===== config.mk =====
export PLATFORM = sky130hd
export DESIGN_NAME = rtc_bus_sequencer
export DESIGN_NICKNAME = d
export VERILOG_FILES = /design/src/rtl/rtc_bus_sequencer.sv
export SDC_FILE = /design/constraint.sdc
export NUM_CORES = 1
export LEC_CHECK = 0
export ABC_AREA = 1
export CORE_MARGIN = 8
export CORE_UTILIZATION = 55
export CTS_BUF_LIST = sky130_fd_sc_hd__clkbuf_2 sky130_fd_sc_hd__clkbuf_4 sky130_fd_sc_hd__clkbuf_8
export DETAILED_ROUTE_END_ITERATION = 6
export PLACE_DENSITY_LB_ADDON = 0.25
export SYNTH_ARGS = -nofsm -noshare
export SYNTH_HDL_FRONTEND = slang
export SYNTH_SLANG_ARGS = --single-unit

===== constraint.sdc =====
create_clock -name CLK -period 3.1 [get_ports CLK]
set_input_delay 0.93 -clock CLK [delete_from_list [all_inputs] [get_ports CLK]]
set_output_delay 0.93 -clock CLK [all_outputs]
set_load 0.01 [all_outputs]

===== src/rtl/rtc_bus_sequencer.sv =====
// Purpose: burst sequencer for the external RTC multiplexed address/data bus (CS/RD/WR/AD, tristate data).
// Latency: CS falls 1 cycle after start; 2*(T_SU+T_PW+T_H) cycles per access, T_GAP between accesses; done 1 cycle after the last D_H.
// Backpressure: none; start is ignored while busy. Optional abort input/aborted output under `RTC_BURST_ABORT_EN.
module rtc_bus_sequencer #(
    parameter int ADDR_W    = 8,
    parameter int DATA_W    = 8,
    parameter int MAX_BURST = 8,
    parameter int T_SU      = 1,
    parameter int T_PW      = 2,
    parameter int T_H       = 1,
    parameter int T_GAP     = 1,
    localparam int CW       = $clog2(MAX_BURST + 1)
) (
    input  logic              CLK,
    input  logic              RST,
    input  logic              start,
    input  logic              rw,
    input  logic [ADDR_W-1:0] base_addr,
    input  logic [CW-1:0]     count,
    input  logic [DATA_W-1:0] wr_data,
    output logic              wd_ack,
    output logic [DATA_W-1:0] rd_data,
    output logic              rd_valid,
    output logic              busy,
    output logic              done,
`ifdef RTC_BURST_ABORT_EN
    input  logic              abort,
    output logic              aborted,
`endif
    output logic [DATA_W-1:0] bus_out,
    output logic              bus_oe,
    input  logic [DATA_W-1:0] bus_in,
    output logic              CS,
    output logic              RD,
    output logic              WR,
    output logic              AD
);

    // Dwell counter only has to hold (longest phase - 1); FIN from IDLE needs a value of 1.
    localparam int TMAX0 = (T_SU  > T_PW)  ? T_SU  : T_PW;
    localparam int TMAX1 = (TMAX0 > T_H)   ? TMAX0 : T_H;
    localparam int TMAX2 = (TMAX1 > T_GAP) ? TMAX1 : T_GAP;
    localparam int TMAX  = (TMAX2 > 2)     ? TMAX2 : 2;
    localparam int TW    = $clog2(TMAX + 1);

    typedef enum logic [3:0] {
        S_IDLE,
        S_A_SU,
        S_A_PW,
        S_A_H,
        S_D_SU,
        S_D_PW,
        S_D_H,
        S_GAP,
        S_FIN
    } state_t;

    state_t            r_state;
    logic [TW-1:0]     r_tmr;
    logic              r_rw;
    logic [ADDR_W-1:0] r_addr;
    logic [CW-1:0]     r_rem;

    logic              r_cs;
    logic              r_rd;
    logic              r_wr;
    logic              r_ad;
    logic              r_oe;
    logic [DATA_W-1:0] r_bus_out;
    logic              r_wd_ack;
    logic [DATA_W-1:0] r_rd_data;
    logic              r_rd_valid;
    logic              r_busy;
    logic              r_done;

    state_t            w_nxt_state;
    logic [TW-1:0]     w_nxt_tmr;
    logic              w_nxt_rw;
    logic [ADDR_W-1:0] w_nxt_addr;
    logic [CW-1:0]     w_nxt_rem;
    logic              w_tmr_done;
    logic              w_stop;
    logic              w_nxt_aph;
    logic              w_nxt_dph;
    logic              w_nxt_done;
    logic              w_rd_cap;

    function automatic logic [TW-1:0] dwell_m1(input state_t s);
        case (s)
            S_A_SU, S_D_SU: dwell_m1 = TW'(T_SU - 1);
            S_A_PW, S_D_PW: dwell_m1 = TW'(T_PW - 1);
            S_A_H,  S_D_H:  dwell_m1 = TW'(T_H - 1);
            S_GAP:          dwell_m1 = TW'(T_GAP - 1);
            default:        dwell_m1 = '0;
        endcase
    endfunction

`ifdef RTC_BURST_ABORT_EN
    logic r_abt_pend;
    logic r_aborted;
    assign w_stop  = r_abt_pend | abort;
    assign aborted = r_aborted;

    // Latch an abort request for the rest of the burst; cleared when a new burst is accepted.
    always_ff @(posedge CLK) begin
        if (!RST) begin
            r_abt_pend <= 1'b0;
            r_aborted  <= 1'b0;
        end else begin
            if (r_state == S_IDLE)
                r_abt_pend <= 1'b0;
            else if (abort && r_state != S_FIN)
                r_abt_pend <= 1'b1;
            r_aborted <= w_nxt_done && w_stop && (r_state == S_D_H || r_state == S_GAP);
        end
    end
`else
    assign w_stop = 1'b0;
`endif

    // Next-state, dwell timer and burst bookkeeping.
    always_comb begin
        w_nxt_state = r_state;
        w_nxt_rw    = r_rw;
        w_nxt_addr  = r_addr;
        w_nxt_rem   = r_rem;
        w_nxt_tmr   = r_tmr;
        w_tmr_done  = (r_tmr == '0);
        case (r_state)
            S_IDLE: begin
                if (start) begin
                    w_nxt_rw    = rw;
                    w_nxt_addr  = base_addr;
                    w_nxt_rem   = count;
                    w_nxt_state = (count != '0) ? S_A_SU : S_FIN;
                end
            end
            S_A_SU: if (w_tmr_done) w_nxt_state = S_A_PW;
            S_A_PW: if (w_tmr_done) w_nxt_state = S_A_H;
            S_A_H:  if (w_tmr_done) w_nxt_state = S_D_SU;
            S_D_SU: if (w_tmr_done) w_nxt_state = S_D_PW;
            S_D_PW: if (w_tmr_done) w_nxt_state = S_D_H;
            S_D_H: begin
                if (w_tmr_done) begin
                    w_nxt_addr  = r_addr + ADDR_W'(1);
                    w_nxt_rem   = r_rem - CW'(1);
                    w_nxt_state = (r_rem == CW'(1) || w_stop) ? S_FIN : S_GAP;
                end
            end
            S_GAP:  if (w_tmr_done) w_nxt_state = w_stop ? S_FIN : S_A_SU;
            S_FIN:  if (w_tmr_done) w_nxt_state = S_IDLE;
            default: w_nxt_state = S_IDLE;
        endcase
        // An empty burst dwells one extra cycle in FIN so done lands two cycles after start.
        if (w_nxt_state != r_state)
            w_nxt_tmr = (r_state == S_IDLE && w_nxt_state == S_FIN) ? TW'(1) : dwell_m1(w_nxt_state);
        else if (!w_tmr_done)
            w_nxt_tmr = r_tmr - TW'(1);
        else
            w_nxt_tmr = '0;
    end

    assign w_nxt_aph  = (w_nxt_state == S_A_SU) || (w_nxt_state == S_A_PW) || (w_nxt_state == S_A_H);
    assign w_nxt_dph  = (w_nxt_state == S_D_SU) || (w_nxt_state == S_D_PW) || (w_nxt_state == S_D_H);
    assign w_nxt_done = (w_nxt_state == S_FIN) && (w_nxt_tmr == '0);
    assign w_rd_cap   = (r_state == S_D_PW) && w_tmr_done && r_rw;

    // FSM state register with all pin/handshake outputs registered from the next state.
    always_ff @(posedge CLK) begin
        if (!RST) begin
            r_state    <= S_IDLE;
            r_tmr      <= '0;
            r_rw       <= 1'b0;
            r_addr     <= '0;
            r_rem      <= '0;
            r_cs       <= 1'b1;
            r_rd       <= 1'b1;
            r_wr       <= 1'b1;
            r_ad       <= 1'b1;
            r_oe       <= 1'b0;
            r_bus_out  <= '0;
            r_wd_ack   <= 1'b0;
            r_rd_data  <= '0;
            r_rd_valid <= 1'b0;
            r_busy     <= 1'b0;
            r_done     <= 1'b0;
        end else begin
            r_state <= w_nxt_state;
            r_tmr   <= w_nxt_tmr;
            r_rw    <= w_nxt_rw;
            r_addr  <= w_nxt_addr;
            r_rem   <= w_nxt_rem;

            r_cs <= !(w_nxt_aph || w_nxt_dph);
            r_ad <= !w_nxt_aph;
            r_wr <= !((w_nxt_state == S_A_PW) || (w_nxt_state == S_D_PW && !w_nxt_rw));
            r_rd <= !(w_nxt_state == S_D_PW && w_nxt_rw);
            // Read data phase never drives the bus, so RD low and bus_oe high cannot coexist.
            r_oe <= w_nxt_aph || (w_nxt_dph && !w_nxt_rw);

            // Address is driven through the address phase; write data replaces it once acked.
            if (w_nxt_aph)
                r_bus_out <= DATA_W'(w_nxt_addr);
            else if (r_wd_ack)
                r_bus_out <= wr_data;

            r_wd_ack <= (r_state == S_A_H) && (w_nxt_state == S_D_SU) && !r_rw;

            if (w_rd_cap)
                r_rd_data <= bus_in;
            r_rd_valid <= w_rd_cap;

            r_busy <= (w_nxt_state != S_IDLE);
            r_done <= w_nxt_done;
        end
    end

    assign CS       = r_cs;
    assign RD       = r_rd;
    assign WR       = r_wr;
    assign AD       = r_ad;
    assign bus_oe   = r_oe;
    assign bus_out  = r_bus_out;
    assign wd_ack   = r_wd_ack;
    assign rd_data  = r_rd_data;
    assign rd_valid = r_rd_valid;
    assign busy     = r_busy;
    assign done     = r_done;

endmodule


### After elaboration in Yosys (flattened, before gate mapping)

Index checks and enable logic that the tools add are counted.
Widths: inputs -> output; s select.

| word-level totals | value |
|---|---|
| register bits after elaboration | 44 |
| input bits | 32 |
| output and inout bits | 25 |
| logic and storage cells | 95 |

| operators by class | value |
|---|---|
| $add $sub $neg | 3 |
| equal/unequal tests | 19 |
| multiplexer cells | 26 |
| reductions and logical operators | 31 |

Operators with widths:

| operator | number |
|---|---|
| $mux 4 | 13 |
| $pmux 4 s9 | 1 |
| $mux 8 | 4 |
| $eq 4x3->1 const B | 7 |
| $eq 4x2->1 const B | 4 |
| $pmux 8 s2 | 1 |
| $eq 4x1->1 const B | 3 |
| $logic_and 1x1->1 | 9 |
| $add 8x1->8 const B | 1 |
| $eq 4x4->1 const B | 2 |
| $pmux 4 s2 | 1 |
| $reduce_bool 4->1 | 2 |
| $logic_or 1x1->1 | 7 |
| $logic_not 1->1 | 6 |
| $mux 2 | 3 |
| $logic_not 2->1 | 2 |
| $logic_not 4->1 | 1 |
| $ne 2x2->1 const B | 2 |
| $ne 4x4->1 | 1 |
| $reduce_bool 2->1 | 2 |
| $sub 4x1->4 const B | 1 |
| $mux 1 | 3 |
| $reduce_and 3->1 | 1 |
| $reduce_or 2->1 | 1 |
| $sub 2x1->2 const B | 1 |

### Longest topological paths before layout

Gate-level depths: netlist of run 1.

| logic depth | value |
|---|---|
| depth in word-level cells | 11 |
| gate-level depth with buffers | 16 |
| depth with buffers taken out | 15 |

### Least setup slack after synthesis of run 1

OpenSTA, ideal clock, no wires.

| path | value |
|---|---|
| path kind | input-to-reg |
| from | in start |
| to | reg r_bus_out[1], in the netlist bus_out[1] |
| library setup time | 0.128 ns |
| arrival time | 1.954 ns |
| data required time | 2.972 ns |
| setup slack | 1.018 ns |
| stages on the path | 14 |
| path buffers | 1 |
| path through | inv_1 nor2_4 nand2_1 nand2_1 nor2_2 nand2_2 inv_2 nand2_4 nand2_2 buf_6 nand2_1 nand2_1 nor2_1 nor2_1 |

| between the ends | value |
|---|---|
| longest elaborated chain between the ends | 6 |
| elaborated cells between the ends (all ways) | 11 |
| those cells by class | 3 x eq/ne; 5 x mux; 3 x reduce/logical |

RTL lines:

| what | line | text |
|---|---|---|
| from (decl) | 16 | `input logic start,` |
| $mux 4 | 131 | `if (start) begin` |
| $pmux 4 s9 | 129 | `case (r_state)` |
| $eq 4x1->1 / $eq 4x2->1 (equally long branches) | 163 | `assign w_nxt_aph = (w_nxt_state == S_A_SU) \|\| (w_nxt_state == S_A_PW) \|\| (w_nxt_state == S_A_H);` |
| $logic_or 1x1->1 (2 in series) | 163 |  |
| $mux 8 / $reduce_bool 2->1 (equally long branches) | - |  |
| to (signal assigned) | 203 | `r_bus_out <= DATA_W'(w_nxt_addr);` |
| to (signal assigned) | 205 | `r_bus_out <= wr_data;` |
| to (decl) | 69 | `logic [DATA_W-1:0] r_bus_out;` |

Parallel ways exist; a longest one is shown, timed or not.
A chain may end at the register's enable or synchronous reset.

### Worst setup path after layout of run 1

| path | value |
|---|---|
| from | in start |
| to | reg r_bus_out[5], in the netlist bus_out[5] |

The elaborated chain is that of the path after synthesis.

==> results of run 1 <==
[cells in the mapped netlist (all sizes together) (3+ instances only)]
library cell / number / share of area (%)
nand2: 87 / 15
nor2: 74 / 13
inv: 50 / 8.0
dfxtp: 44 / 38
o21ai: 31 / 6.7
nand3: 23 / 4.9
a21oi: 12 / 2.9
nand4: 10 / 3.0
clkbuf: 5 / 0.80
buf: 3 / 1.0
ha: 3 / 1.6
[placed cells by master (no fill, tap or decap), types with 2 or more instances in the layout]
master,instances
nand2_1,80
nor2_1,68
clkdlybuf4s50_1,56
inv_1,46
dfxtp_1,44
o21ai_0,31
nand3_1,23
a21oi_1,10
nand4_1,9
nand2_2,6
clkbuf_8,6
inv_2,4
nor2_4,4
ha_1,3
buf_4,3
nor2_2,2
a21oi_2,2
a31oi_1,2
nor3_1,2
nand3b_1,2
a221oi_1,2
[worst register-to-register path, cell delays in order (launching register included)]
cell     delay [ns]
dfxtp_1        0.40
inv_2          0.14
nand2_2        0.08
nor2_4         0.32
nand2_2        0.13
nand2_1        0.10
nand2_1        0.08
nand2_2        0.12
inv_2          0.07
nand2_4        0.10
nand2_2        0.15
nand2_1        0.21
nor2_1         0.06
nor2_1         0.09
nor2_1         0.04
[cell families after synthesis]
kind of cell	count (synthesis)	share of synthesized area (%)
and+or+nand+nor	200	37.88
DFF	44	37.77
AOI/OAI and AO/OA	49	11.53
xor gates and xnor gates	2	0.7512
muxes	1	0.4292
buffers and inverters	59	10.03
adders and majority gates	3	1.610
[state kept, by name (all words and copies together) (netlist names)]
register,cells
AD,1
CS,1
RD,1
WR,1
bus_oe,1
bus_out,8
busy,1
done,1
r_addr,8
r_rem,4
r_rw,1
r_state,4
r_tmr,2
rd_data,8
rd_valid,1
wd_ack,1
[routing by layer]
layer | track usage [%] | vias up | routed length (um)
met5 | 0 | - | 0
met3 | 5.629 | 9 | 438
met2 | 33.84 | 67 | 3076
met1 | 23.09 | 1065 | 2727
met4 | 5.714 | 0 | 82
li1 | - | 1249 | -
[area by class of cell]
type	instances	area, um^2
repair buffers	59	583.1
well taps	50	62.56
flip-flops and latches	44	880.8
inverters	51	191.4
clock inverters	1	7.507
clock buffers	7	90.09
multi-input cells	255	1217
fillers	325	996.0
[stage by stage]
stage          utilization [%]  area [um^2]  cells  hold slack, ns
6_report                 75.28         3033    467          0.5086
5_1_grt                  75.28         3033    467          0.5375
4_1_cts                  75.28         3033    467          0.5139
3_5_place_dp             72.86         2935    459          0.4997
3_3_place_gp             72.86         2935    459          0.4866
2_1_floorplan                -         2332    358          0.4720
[worst max-delay path by stage]
| stage | from | to | slack, ns | depth (start not counted) |
|---|---|---|---|---|
| 3_5_place_dp | start | bus_out[5] | 0.22 | 14 |
| 6_report | start | bus_out[5] | 0.52 | 14 |
| 5_1_grt | start | bus_out[1] | 0.27 | 14 |
| 4_1_cts | start | bus_out[5] | 0.53 | 14 |
| 3_3_place_gp | start | bus_out[1] | 0.28 | 14 |
| 2_1_floorplan | start | bus_out[1] | 1.02 | 14 |
[report_power, final]
part	internal [uW]	switching, uW	leakage [uW]	total, uW
Clock	190	203	0.0000479	393
Sequential	695	93.5	0.000360	788
Combinational	432	715	0.000950	1150
==> impl_results.md, run 1 <==
* Share of cells above drive strength 1 at 7.674%
* Die X at 81.12 um
* Mapped Area at 2332 um^2
* Max-slew violation count at 0
* CP cell instances: clkdlybuf4s50_1 -> inv_1 -> nor2_4 -> nand2_1 -> nand2_1 -> nor2_2 -> nand2_2 -> inv_2 -> nand2_4 -> nand2_2 -> nand2_1 -> nor2_1 -> nor2_1 -> nor2_1
* Hold Path Class: flip-flop to flip-flop
* CTS Buf Count at 5
* Crit path launch type: input pin
* Routed WL per cell at 13.54 um
* Hold path cells at 2
* Clk_lat worst skew at 0.30 ns
* Crit path required time at 3.27 ns
* CP Capture Type: flip-flop
* Least-Margin Pin Slew at 0.7617 ns
* Post-CTS Hold Fix Bufs at 0
* Synthesized flop and latch total at 44
* First-pass GRT wire length at 10,380 um
* Rel. slew slack at 49.16%
* Final-stage net count at 451
* Post-route setup TNS at 0 ns
* Via count at 2,390
* CP Buf/Inv Count at 3
* Kind of critical path: input pin to flip-flop
* Initial antenna violation count at 0
* Clock sink total at 44
* Fin. Hold Viols at 0
* R2R depth at 14
* YS warnings at 0
* PortBufs at 56
* Kind of cell adding the most delay to the critical path: simple AND/OR/NAND/NOR gates
* Post-CTS Setup Repair Bufs at 0
* Avg Inst Size Synth at 6.515 um^2
* Number of global-route vias before repair at 2,340
* Clock Tree Buf Depth at 2
* DRC Markers at 0
* DR iter-0 viols at 225
* Status: finished clean
* Async SR Flop Fraction at 0%
* Synth unique cells at 32
* Initial core utilization at 57.89%
* Finish-stage setup viols at 0
* Critical Path AT at 2.75 ns
* GRT Total Usage at 19.63%
* Final estimated routing congestion in global placement at 0.8756
* Dpl ws at 0.2240 ns
* Diode count at 0
* LEAKAGE at 0.001357 uW
* Crit Path Max Fanout at 12
* RSZ-0062 raised after global routing: false
* Largest net degree at the start of global routing at 24
* Drt first pass iters at 4
* Total number of H-tree levels at 2
* Row cnt at 23
* Worst r2r src: r_state[0]
* Die Height at 81.12 um
* CTS tree: built
* CP max stage cell: clkdlybuf4s50_1
* GRT Residual Overflow at 0
* Root buf cell: clkbuf_8
* Mapped Cells at 358
* Hold_sp: r_rem[2]
* Core area at 4029 um^2
* Syn nets at 393
* Pwr Density at 767.6 nW/um^2
* Max frequency at 387.2 MHz
* ANT nets after route at 0
* Crit path largest cell delay at 0.49 ns
* Area Growth Syn to Fin at 30.04%
* Ports at 57
* Hold Path Sink: r_rem[2]
* Cts repair resizes at 0
* Vias per inst at 5.118
* Power Total at 2328 uW
* Worst Skew at 0.005958 ns
* Prevailing post-synth register cell: dfxtp_1
* Die area at 6580 um^2
* Peak VDD IR at 0.5630 mV
* Post-synth EDFFs at 0
* Reg clk slew, reported paths at 0.08 ns
* Crit path time final at 2.582 ns
* Max-cap violations at 0
* Final worst path period share at 83.30%
* Dpl hpwl at 4768 um
* FF-to-FF End: bus_out[5]
* Fin worst setup slack at 0.5177 ns
* Total wire length at 6324 um
* R2r setup slk at 0.87 ns
* Register area share after synthesis at 37.77%
No activity file was read; power rests on OpenSTA's default activity.
==> run 2, diff against run 1 <==
Settings changed: CORE_UTILIZATION 55 to 51.
Clock period 3.1 ns to 2.6 ns, I/O delays scaled along.
==> impl_results.md, run 2 (synthesis results as in run 1) <==
* Max frequency at 425.4 MHz
* Root buf cell: clkbuf_8
* Crit path time final at 2.351 ns
* Post-route setup TNS at 0 ns
* Clock Tree Buf Depth at 2
* Crit. Startpoint: count[1]
* Cts repair resizes at 0
* Largest net degree at the start of global routing at 19
* Crit path launch type: input pin
* Fin. Hold Viols at 0
* Post-Layout Cell Count at 474
* Worst r2r src: r_state[0]
* Total wire length at 6147 um
* Die area at 6993 um^2
* Final worst path period share at 90.42%
* Worst Skew at 0.006272 ns
* Core area at 4384 um^2
* Initial core utilization at 53.20%
* Rel. slew slack at 58.88%
* Peak VDD IR at 0.6069 mV
* RSZ-0062 raised after global routing: false
* PortBufs at 56
* Commonest non-fill, non-tap cell in the layout: nand2_1
* Max-slew violation count at 0
* Max-cap violations at 0
* Area Growth Syn to Fin at 32.56%
* DR iter-0 viols at 122
* Final estimated routing congestion in global placement at 0.9126
* Routed WL per cell at 12.97 um
* R2R depth at 14
* Finish-stage setup viols at 0
* Most frequent cells in the layout: nand2_1, nor2_1, clkdlybuf4s50_1
* GRT Total Usage at 17.39%
* Final instance area at 3092 um^2
* Reg clk slew, reported paths at 0.09 ns
* Initial antenna violation count at 0
* Number of global-route vias before repair at 2,394
* Dpl hpwl at 4733 um
* GRT Residual Overflow at 0
* Fin worst setup slack at 0.2491 ns
* Post-CTS Hold Fix Bufs at 0
* ANT nets after route at 0
* Total number of H-tree levels at 2
* DRC Markers at 0
* Crit Path Max Fanout at 12
* # placed instances at 466
* Kind of critical path: input pin to flip-flop
* Critical Path AT at 2.59 ns
* Diode count at 0
* Final-stage net count at 456
* Post-CTS Setup Repair Bufs at 0
* LEAKAGE at 0.001391 uW
* Die Height at 83.63 um
* Hold Path Class: flip-flop to flip-flop
* Die X at 83.63 um
* Via count at 2,433
* Share of cells above drive strength 1 at 8.768%
* Ports at 57
* Vias per inst at 5.133
* CP Capture Type: flip-flop
* Clk_lat worst skew at 0.30 ns
* First-pass GRT wire length at 10,340 um
* Row cnt at 24
* CTS tree: built
* Drt first pass iters at 4
* Clock sink total at 44
* Dpl ws at -0.07289 ns
* Least-Margin Pin Slew at 0.6161 ns
* Status: finished clean
* CTS Buf Count at 5
* Crit path required time at 2.84 ns
* Hold path cells at 2
* Power Total at 2877 uW
* Pwr Density at 930.7 nW/um^2
* Hold_sp: rd_data[4]
* Post-DP Area at 2975 um^2
-- run 2: critical path: stages --
cell	delay, ns
clkdlybuf4s50_1	0.42
nor2_1	0.12
nand3_1	0.10
nand2_1	0.08
nand2_1	0.05
nor2_2	0.12
nand2_2	0.08
inv_2	0.09
nand2_4	0.08
nand2_2	0.19
nand2_1	0.18
nor2_1	0.14
nor2_1	0.06
nor2_1	0.09
-- run 2: path summary, 6_finish.rpt --
kind                 to  slack (ns)
max          bus_out[1]        0.25
min          rd_data[4]        0.51
max reg2reg  bus_out[1]        0.43
min reg2reg  rd_data[4]        0.51
-- run 2: stage by stage --
stage,util (%),hold slack (ns)
finish,70.52,0.5149
global route,70.52,0.5465
CTS,70.52,0.5190
detailed placement,67.87,0.4930
global placement,67.87,0.4888
floorplan,-,0.4720
-- run 2: layer usage --
layer  vias up  routed length (um)  track usage [%]
met5         -                   0                0
met4         0                 121            6.593
met3        15                 414            5.762
li1       1254                   -                -
met1      1091                2642            19.07
met2        73                2969            30.11
-- run 2: area by class of cell --
| class | instances | area (um^2) |
|---|---|---|
| clock buffer | 5 | 68.82 |
| clock inverter | 3 | 47.55 |
| fill | 375 | 1292 |
| inverter | 51 | 191.4 |
| multi-input combinational | 255 | 1217 |
| sequential | 44 | 880.8 |
| tap | 52 | 65.06 |
| timing repair buffer | 64 | 620.6 |
-- run 2: power by group --
part | switching [uW] | internal, uW | total, uW
clock network | 246 | 290 | 536
logic | 850 | 554 | 1400
registers | 109 | 828 | 937
total | 1210 | 1670 | 2880
==> run 3, diff against run 2 <==
Settings changed: GPL_ROUTABILITY_DRIVEN from default to 0, TNS_END_PERCENT from default to 10.
==> results of run 3 <==
Final layout, timing and power as in run 2 (identical DEF).
